===== src/rtl/bank_read_streamer_if.sv =====
// Bundles the request channel, the SRAM read port and the output stream of the
// bank read streamer. The streamer uses the slave view; its environment
// (requester, bank, downstream sink) uses the master view.
interface bank_read_streamer_if #(
  parameter int DATA_W = 128,
  parameter int ADDR_W = 7
);
  logic              req_valid;
  logic              req_ready;
  logic [ADDR_W-1:0] req_addr;
  logic [ADDR_W-1:0] req_len;
  logic              bank_cs;
  logic [ADDR_W-1:0] bank_addr;
  logic [DATA_W-1:0] bank_data;
  logic              out_valid;
  logic              out_ready;
  logic [DATA_W-1:0] out_data;
  logic              out_last;
  logic              busy;

  modport master (
    output req_valid, req_addr, req_len, bank_data, out_ready,
    input  req_ready, bank_cs, bank_addr, out_valid, out_data, out_last, busy
  );

  modport slave (
    input  req_valid, req_addr, req_len, bank_data, out_ready,
    output req_ready, bank_cs, bank_addr, out_valid, out_data, out_last, busy
  );
endinterface


===== src/rtl/bank_read_streamer.sv =====
// Burst read master for the 128x128 SRAM bank. Issues one chip select per line,
// absorbs the fixed read latency in a shift pipe and buffers returned lines in a
// small FIFO. Reads are only issued when a FIFO slot is guaranteed, so
// backpressure never drops data.
module bank_read_streamer #(
  parameter int DATA_W = 128,
  parameter int ADDR_W = 7,
  parameter int RD_LAT = 1
) (
  input  logic vsi_clk,
  input  logic vsi_reset,
  bank_read_streamer_if.slave bus
);
  localparam int FIFO_D = RD_LAT + 1;
  localparam int PTR_W  = (FIFO_D > 1) ? $clog2(FIFO_D) : 1;
  localparam int CNT_W  = $clog2(FIFO_D + RD_LAT + 1) + 1;
  localparam int LEN_W  = ADDR_W + 1;

  typedef enum logic [1:0] {
    IDLE  = 2'd0,
    RUN   = 2'd1,
    DRAIN = 2'd2
  } stateT;

  stateT             state_r;
  logic [ADDR_W-1:0] addrQ_r;
  logic [LEN_W-1:0]  issueCnt_r;
  logic [LEN_W-1:0]  beatCnt_r;
  logic              reqReady_r;
  logic              busy_r;
  logic [RD_LAT-1:0] csPipe_r;
  logic [RD_LAT-1:0] lastPipe_r;
  logic [DATA_W-1:0] fifoMem_r [FIFO_D];
  logic [FIFO_D-1:0] fifoLast_r;
  logic [PTR_W-1:0]  wrPtr_r;
  logic [PTR_W-1:0]  rdPtr_r;
  logic [CNT_W-1:0]  fifoCnt_r;

  logic              fifoNotEmpty_s;
  logic              pop_s;
  logic              push_s;
  logic              pushLast_s;
  logic              issue_s;
  logic              issueLast_s;
  logic              accept_s;
  logic [CNT_W-1:0]  inFlight_s;
  logic [CNT_W-1:0]  credit_s;
  logic [LEN_W-1:0]  reqLenFull_s;

  function automatic logic [CNT_W-1:0] countOnes(input logic [RD_LAT-1:0] v);
    logic [CNT_W-1:0] n;
    n = {CNT_W{1'b0}};
    for (int i = 0; i < RD_LAT; i++) begin
      n = n + {{(CNT_W-1){1'b0}}, v[i]};
    end
    return n;
  endfunction

  function automatic logic [PTR_W-1:0] nextPtr(input logic [PTR_W-1:0] p);
    return (p == PTR_W'(FIFO_D - 1)) ? {PTR_W{1'b0}} : p + PTR_W'(1);
  endfunction

  // Issue decision: a read goes out only if its line is certain to find a FIFO slot
  always_comb begin
    fifoNotEmpty_s = (fifoCnt_r != {CNT_W{1'b0}});
    pop_s          = fifoNotEmpty_s && bus.out_ready;
    push_s         = csPipe_r[RD_LAT-1];
    pushLast_s     = lastPipe_r[RD_LAT-1];
    inFlight_s     = countOnes(csPipe_r);
    credit_s       = fifoCnt_r + inFlight_s - {{(CNT_W-1){1'b0}}, pop_s};
    issue_s        = (state_r == RUN) && (issueCnt_r != {LEN_W{1'b0}}) &&
                     (credit_s < CNT_W'(FIFO_D));
    issueLast_s    = (issueCnt_r == LEN_W'(1));
    accept_s       = bus.req_valid && reqReady_r;
    if (bus.req_len == {ADDR_W{1'b0}}) begin
      reqLenFull_s = LEN_W'(2 ** ADDR_W);
    end else begin
      reqLenFull_s = {1'b0, bus.req_len};
    end
  end

  // Burst control FSM: accept, issue addresses, count beats out, return to idle
  always_ff @(posedge vsi_clk or posedge vsi_reset) begin
    if (vsi_reset) begin
      state_r    <= IDLE;
      addrQ_r    <= {ADDR_W{1'b0}};
      issueCnt_r <= {LEN_W{1'b0}};
      beatCnt_r  <= {LEN_W{1'b0}};
      reqReady_r <= 1'b1;
      busy_r     <= 1'b0;
    end else begin
      case (state_r)
        IDLE: begin
          if (accept_s) begin
            state_r    <= RUN;
            addrQ_r    <= bus.req_addr;
            issueCnt_r <= reqLenFull_s;
            beatCnt_r  <= reqLenFull_s;
            reqReady_r <= 1'b0;
            busy_r     <= 1'b1;
          end
        end
        RUN, DRAIN: begin
          if (issue_s) begin
            addrQ_r    <= addrQ_r + ADDR_W'(1);
            issueCnt_r <= issueCnt_r - LEN_W'(1);
          end
          if (pop_s) begin
            beatCnt_r <= beatCnt_r - LEN_W'(1);
          end
          if (pop_s && (beatCnt_r == LEN_W'(1))) begin
            state_r    <= IDLE;
            reqReady_r <= 1'b1;
            busy_r     <= 1'b0;
          end else if ((state_r == RUN) && (issueCnt_r == {LEN_W{1'b0}})) begin
            state_r <= DRAIN;
          end
        end
        default: begin
          state_r    <= IDLE;
          reqReady_r <= 1'b1;
          busy_r     <= 1'b0;
        end
      endcase
    end
  end

  // Read-latency pipe: marks which cycles carry valid bank data and which is the last line
  always_ff @(posedge vsi_clk or posedge vsi_reset) begin
    if (vsi_reset) begin
      csPipe_r   <= {RD_LAT{1'b0}};
      lastPipe_r <= {RD_LAT{1'b0}};
    end else begin
      csPipe_r[0]   <= issue_s;
      lastPipe_r[0] <= issue_s && issueLast_s;
      for (int i = 1; i < RD_LAT; i++) begin
        csPipe_r[i]   <= csPipe_r[i-1];
        lastPipe_r[i] <= lastPipe_r[i-1];
      end
    end
  end

  // Output FIFO: capture returning lines, advance the head on each accepted beat
  always_ff @(posedge vsi_clk or posedge vsi_reset) begin
    if (vsi_reset) begin
      for (int i = 0; i < FIFO_D; i++) begin
        fifoMem_r[i] <= {DATA_W{1'b0}};
      end
      fifoLast_r <= {FIFO_D{1'b0}};
      wrPtr_r    <= {PTR_W{1'b0}};
      rdPtr_r    <= {PTR_W{1'b0}};
      fifoCnt_r  <= {CNT_W{1'b0}};
    end else begin
      if (push_s) begin
        fifoMem_r[wrPtr_r]  <= bus.bank_data;
        fifoLast_r[wrPtr_r] <= pushLast_s;
        wrPtr_r             <= nextPtr(wrPtr_r);
      end
      if (pop_s) begin
        rdPtr_r <= nextPtr(rdPtr_r);
      end
      if (push_s && !pop_s) begin
        fifoCnt_r <= fifoCnt_r + CNT_W'(1);
      end else if (!push_s && pop_s) begin
        fifoCnt_r <= fifoCnt_r - CNT_W'(1);
      end
    end
  end

  assign bus.req_ready = reqReady_r;
  assign bus.busy      = busy_r;
  assign bus.bank_cs   = issue_s;
  assign bus.bank_addr = addrQ_r;
  assign bus.out_valid = fifoNotEmpty_s;
  assign bus.out_data  = fifoMem_r[rdPtr_r];
  assign bus.out_last  = fifoLast_r[rdPtr_r] && fifoNotEmpty_s;

  // Credit invariant: no line may land in a full FIFO, outstanding reads fit the FIFO
  assert property (@(posedge vsi_clk) disable iff (vsi_reset)
    !(push_s && !pop_s && (fifoCnt_r == CNT_W'(FIFO_D))));
  assert property (@(posedge vsi_clk) disable iff (vsi_reset)
    ((fifoCnt_r + inFlight_s) <= CNT_W'(FIFO_D)));
endmodule

===== src/flat_wrapper.sv =====
// flat-port wrapper written by rule: the top's interface ports become plain ports
module bank_read_streamer_flat 
#(
  parameter int DATA_W = 128,
  parameter int ADDR_W = 7,
  parameter int RD_LAT = 1
)
  (vsi_clk, vsi_reset, bus_req_valid, bus_req_addr, bus_req_len, bus_bank_data, bus_out_ready, bus_req_ready, bus_bank_cs, bus_bank_addr, bus_out_valid, bus_out_data, bus_out_last, bus_busy);
  bank_read_streamer_if #(.DATA_W(DATA_W), .ADDR_W(ADDR_W)) bus_i ();
  input  logic vsi_clk;
  input  logic vsi_reset;
  input wire logic [$bits(bus_i.req_valid)-1:0] bus_req_valid;
  input wire logic [$bits(bus_i.req_addr)-1:0] bus_req_addr;
  input wire logic [$bits(bus_i.req_len)-1:0] bus_req_len;
  input wire logic [$bits(bus_i.bank_data)-1:0] bus_bank_data;
  input wire logic [$bits(bus_i.out_ready)-1:0] bus_out_ready;
  output wire logic [$bits(bus_i.req_ready)-1:0] bus_req_ready;
  output wire logic [$bits(bus_i.bank_cs)-1:0] bus_bank_cs;
  output wire logic [$bits(bus_i.bank_addr)-1:0] bus_bank_addr;
  output wire logic [$bits(bus_i.out_valid)-1:0] bus_out_valid;
  output wire logic [$bits(bus_i.out_data)-1:0] bus_out_data;
  output wire logic [$bits(bus_i.out_last)-1:0] bus_out_last;
  output wire logic [$bits(bus_i.busy)-1:0] bus_busy;
  assign bus_i.req_valid = bus_req_valid;
  assign bus_i.req_addr = bus_req_addr;
  assign bus_i.req_len = bus_req_len;
  assign bus_i.bank_data = bus_bank_data;
  assign bus_i.out_ready = bus_out_ready;
  assign bus_req_ready = bus_i.req_ready;
  assign bus_bank_cs = bus_i.bank_cs;
  assign bus_bank_addr = bus_i.bank_addr;
  assign bus_out_valid = bus_i.out_valid;
  assign bus_out_data = bus_i.out_data;
  assign bus_out_last = bus_i.out_last;
  assign bus_busy = bus_i.busy;
  bank_read_streamer #(.DATA_W(DATA_W), .ADDR_W(ADDR_W), .RD_LAT(RD_LAT)) u_core (.vsi_clk(vsi_clk), .vsi_reset(vsi_reset), .bus(bus_i));
endmodule

===== config.mk =====
export PLATFORM = sky130hd
export DESIGN_NAME = bank_read_streamer_flat
export DESIGN_NICKNAME = d
export VERILOG_FILES = /design/src/rtl/bank_read_streamer_if.sv /design/src/rtl/bank_read_streamer.sv /design/src/flat_wrapper.sv
export SDC_FILE = /design/constraint.sdc
export NUM_CORES = 1
export LEC_CHECK = 0
export ABC_AREA = 1
export BUFFER_PORTS_ARGS = -buffer_cell sky130_fd_sc_hd__buf_2
export CAP_MARGIN = 20
export CORE_MARGIN = 3
export CORE_UTILIZATION = 50
export DETAILED_ROUTE_END_ITERATION = 12
export PLACE_DENSITY = 0.75
export SLEW_MARGIN = 30
export SYNTH_ARGS = -nofsm -noshare
export SYNTH_HDL_FRONTEND = slang
export SYNTH_SLANG_ARGS = --single-unit
export TNS_END_PERCENT = 50

===== constraint.sdc =====
create_clock -name vsi_clk -period 12.4 [get_ports vsi_clk]
set_clock_uncertainty 0.05 [all_clocks]
set_input_delay 1.24 -clock vsi_clk [delete_from_list [all_inputs] [get_ports vsi_clk]]
set_output_delay 1.24 -clock vsi_clk [all_outputs]
set_load 0.02 [all_outputs]

==> results.json <==
{
  "syn_to_final_growth_pct": 19.8,
  "placement.setup.worst_slack_ps": 8130,
  "die-area_um2": 28500,
  "hold_viol_final": 0,
  "antenna_left": 0,
  "cts.clk_slew.worst_paths_ps": 60,
  "status": "finished, final reports clean",
  "yosysWarnings": 0,
  "slowest_stage": "fa_1",
  "cp_common_cell": "nand2_1",
  "drt_wl_total_um": 32600,
  "route.vias.total": 11527,
  "drv_slew": 0,
  "period_needed_ps": 4290,
  "ir_drop_v": 0.000162,
  "fp-row-count": 58,
  "grt_pass1_wl_um": 54100,
  "hold_depth": 2,
  "power.density_nw_per_um2": 186,
  "required_ps": 11110,
  "setup_tns_ps": 0,
  "leakage_uw": 0.00924,
  "total_power_uw": 2960,
  "yosysSeqAreaShare_pct": 55.1,
  "clock-root-buffer": "clkbuf_16",
  "critPathBufInv": 3,
  "synthCells": 1695,
  "worstPathCellList": "buf_2 -> nand2_1 -> ha_1 -> inv_1 -> nand2_1 -> fa_1 -> nand3_1 -> nand2_1 -> nor2_2 -> and2_1 -> buf_2",
  "antenna_found_initial": 5,
  "grt_pass1_vias": 10971,
  "drive_gt1_share_pct": 18.4,
  "fillers": 2247,
  "htree_num_levels": 1,
  "finalWorstSetupSlack_ps": 8110,
  "cp_top_family": "adder cells",
  "layout.cells.most_common": "nand2_1",
  "min-delay-path-class": "register to register",
  "nets": 2087,
  "clock.fmax_mhz": 233,
  "initial_core_util_pct": 51.7,
  "numCtsBuffers": 31,
  "drc": 0,
  "grt_max_degree": 173,
  "clockBufferDepth": 3,
  "worstSetupEndpointType": "output port",
  "multi_input_area_um2": 4920,
  "clk_latency_ps": 540,
  "cts.sinks": 292,
  "slew_headroom_pct": 44.1,
  "crit_path_start_kind": "input pin",
  "cts-hold-fix-buffers": 0,
  "cts_setup_buffers": 0,
  "hpwl_um": 20500,
  "drt_iter0_markers": 1118,
  "cts_tree": "built",
  "path_max_fanout": 4,
  "critPathMaxStageDelay_ps": 390,
  "stdcell_count": 2284,
  "avgSynthCellArea_um2": 7.82,
  "ys_seq_elements": 292,
  "place.gp.congestion": 0.826,
  "grt_usage_pct": 22.6,
  "tightestPinTransition_ps": 838,
  "finalCritPeriodShare_pct": 34.6,
  "setup_violations": 0,
  "wl_per_cell_um": 14.3,
  "drt_pass1_iterations": 5,
  "cap_violations": 0,
  "core_um2": 25600,
  "die_h_um": 169,
  "final_cell_mix": "nand2_1 (757), dfrtp_1 (290), buf_2 (285)",
  "drt-vias-per-instance": 5.05,
  "path_class": "input pin to output port",
  "seqCellArea_um2": 7310,
  "hold_slack_ps": 432,
  "port_buffers": 285,
  "synth_nets": 1855,
  "die_width_um": 169,
  "cp_num_cells": 11,
  "arrival_ps": 3000,
  "yosysUniqueCellTypes": 30,
  "dp_cells": 2223,
  "rsz0062_at_grt": "no",
  "overflow": 0,
  "cts_resized": 0,
  "reg2reg_depth": 9,
  "synth_area_um2": 13300,
  "io_pins": 286
}
metal layers:
layer / up-vias / global-route usage (%) / share of wire [%]
li1: 5691 / - / -
met1: 5387 / 31.5 / 44
met2: 389 / 36.9 / 47
met3: 58 / 3.71 / 6.6
met4: 2 / 6.55 / 2.4
met5: - / 0 / 0.040
worst reg2reg max path, cell delays in order (launching register included):
cell     delay, ps
dfrtp_1        400
inv_1           90
ha_1           840
inv_1          560
nand2_1        270
o21ai_1        100
nand2_1        210
inv_2          160
nand2_1         90
o21ai_0         70
final timing paths:
path                                    endpoint                  start  slack, ps
setup / recovery                     bus_bank_cs          bus_out_ready       8110
hold / removal             u_core.fifoMem_r[240]  u_core.fifoMem_r[240]        430
setup reg to reg             u_core.beatCnt_r[7]      u_core.state_r[0]       9440
hold reg to reg            u_core.fifoMem_r[240]  u_core.fifoMem_r[240]        430
max in group asynchronous    u_core.beatCnt_r[0]              vsi_reset      10120
min in group asynchronous   u_core.fifoMem_r[76]              vsi_reset        840
cell usage after synthesis:
library cell	number	area [µm²]
a21oi_1	6	30.0
o21ai_0	269	1350
buf_6	1	11.3
clkbuf_1	61	229
buf_1	9	33.8
nand4_1	2	12.5
nor2_1	19	71.3
o21ai_1	17	85.1
nand3_2	2	20.0
nor4_1	1	6.26
ha_1	12	150
nand2_1	758	2850
inv_1	167	627
nand2_4	2	22.5
and2_1	2	12.5
a31oi_1	1	6.26
or2_1	1	6.26
buf_2	21	105
xor2_1	5	43.8
buf_4	2	15.0
inv_2	3	11.3
nand3_1	32	160
xnor2_1	2	17.5
o21bai_1	1	7.51
dfrtp_1	291	7280
nor3b_1	1	7.51
nor3_1	1	5.00
nor2_2	3	18.8
dfstp_2	1	26.3
fa_1	2	40.0
sequential cells by signal, indices dropped and copies added (netlist names):
signal                cells
u_core.bus.req_ready      1
u_core.csPipe_r           1
u_core.fifoMem_r        256
u_core.issueCnt_r         8
u_core.beatCnt_r          8
u_core.lastPipe_r         1
u_core.bus.busy           1
u_core.rdPtr_r            1
u_core.state_r            2
u_core.fifoCnt_r          3
u_core.wrPtr_r            1
u_core.bus.bank_addr      7
u_core.fifoLast_r         2
stage by stage:
step | util [%] | instance area [µm²]
after CTS | 61.8 | 15800
final | 62.0 | 15900
after detailed placement | 57.8 | 14800
after floorplan | - | 13300
after global routing | 62.0 | 15900
after global placement | 57.7 | 14800
layout make-up:
cell class	count	share of cell area, %
Antenna cell	5	0.0788
Clock buffer	46	5.87
Clock inverter	9	0.622
Inverter	170	4.08
Multi-Input combinational cell	1139	31.0
Sequential cell	292	46.0
Tap cell	330	2.60
Timing Repair Buffer	293	9.71
power by group:
group          internal (µW)  switching [µW]
logic                    304             732
registers                961            35.4
clock network            557             369
kinds of logic (layout without fill, tap and decap cells):
logic type | Yosys count | after routing | synth area share, %
compound gates | 294 | 294 | 11.1
xor+xnor | 7 | 7 | 0.463
fa+ha+maj | 14 | 14 | 1.43
buf+inv | 264 | 518 | 7.79
flops | 292 | 292 | 55.1
other cells | 0 | 5 | 0
simple gates | 824 | 824 | 24.1
Note: power is estimated with default switching activity, not from simulation.
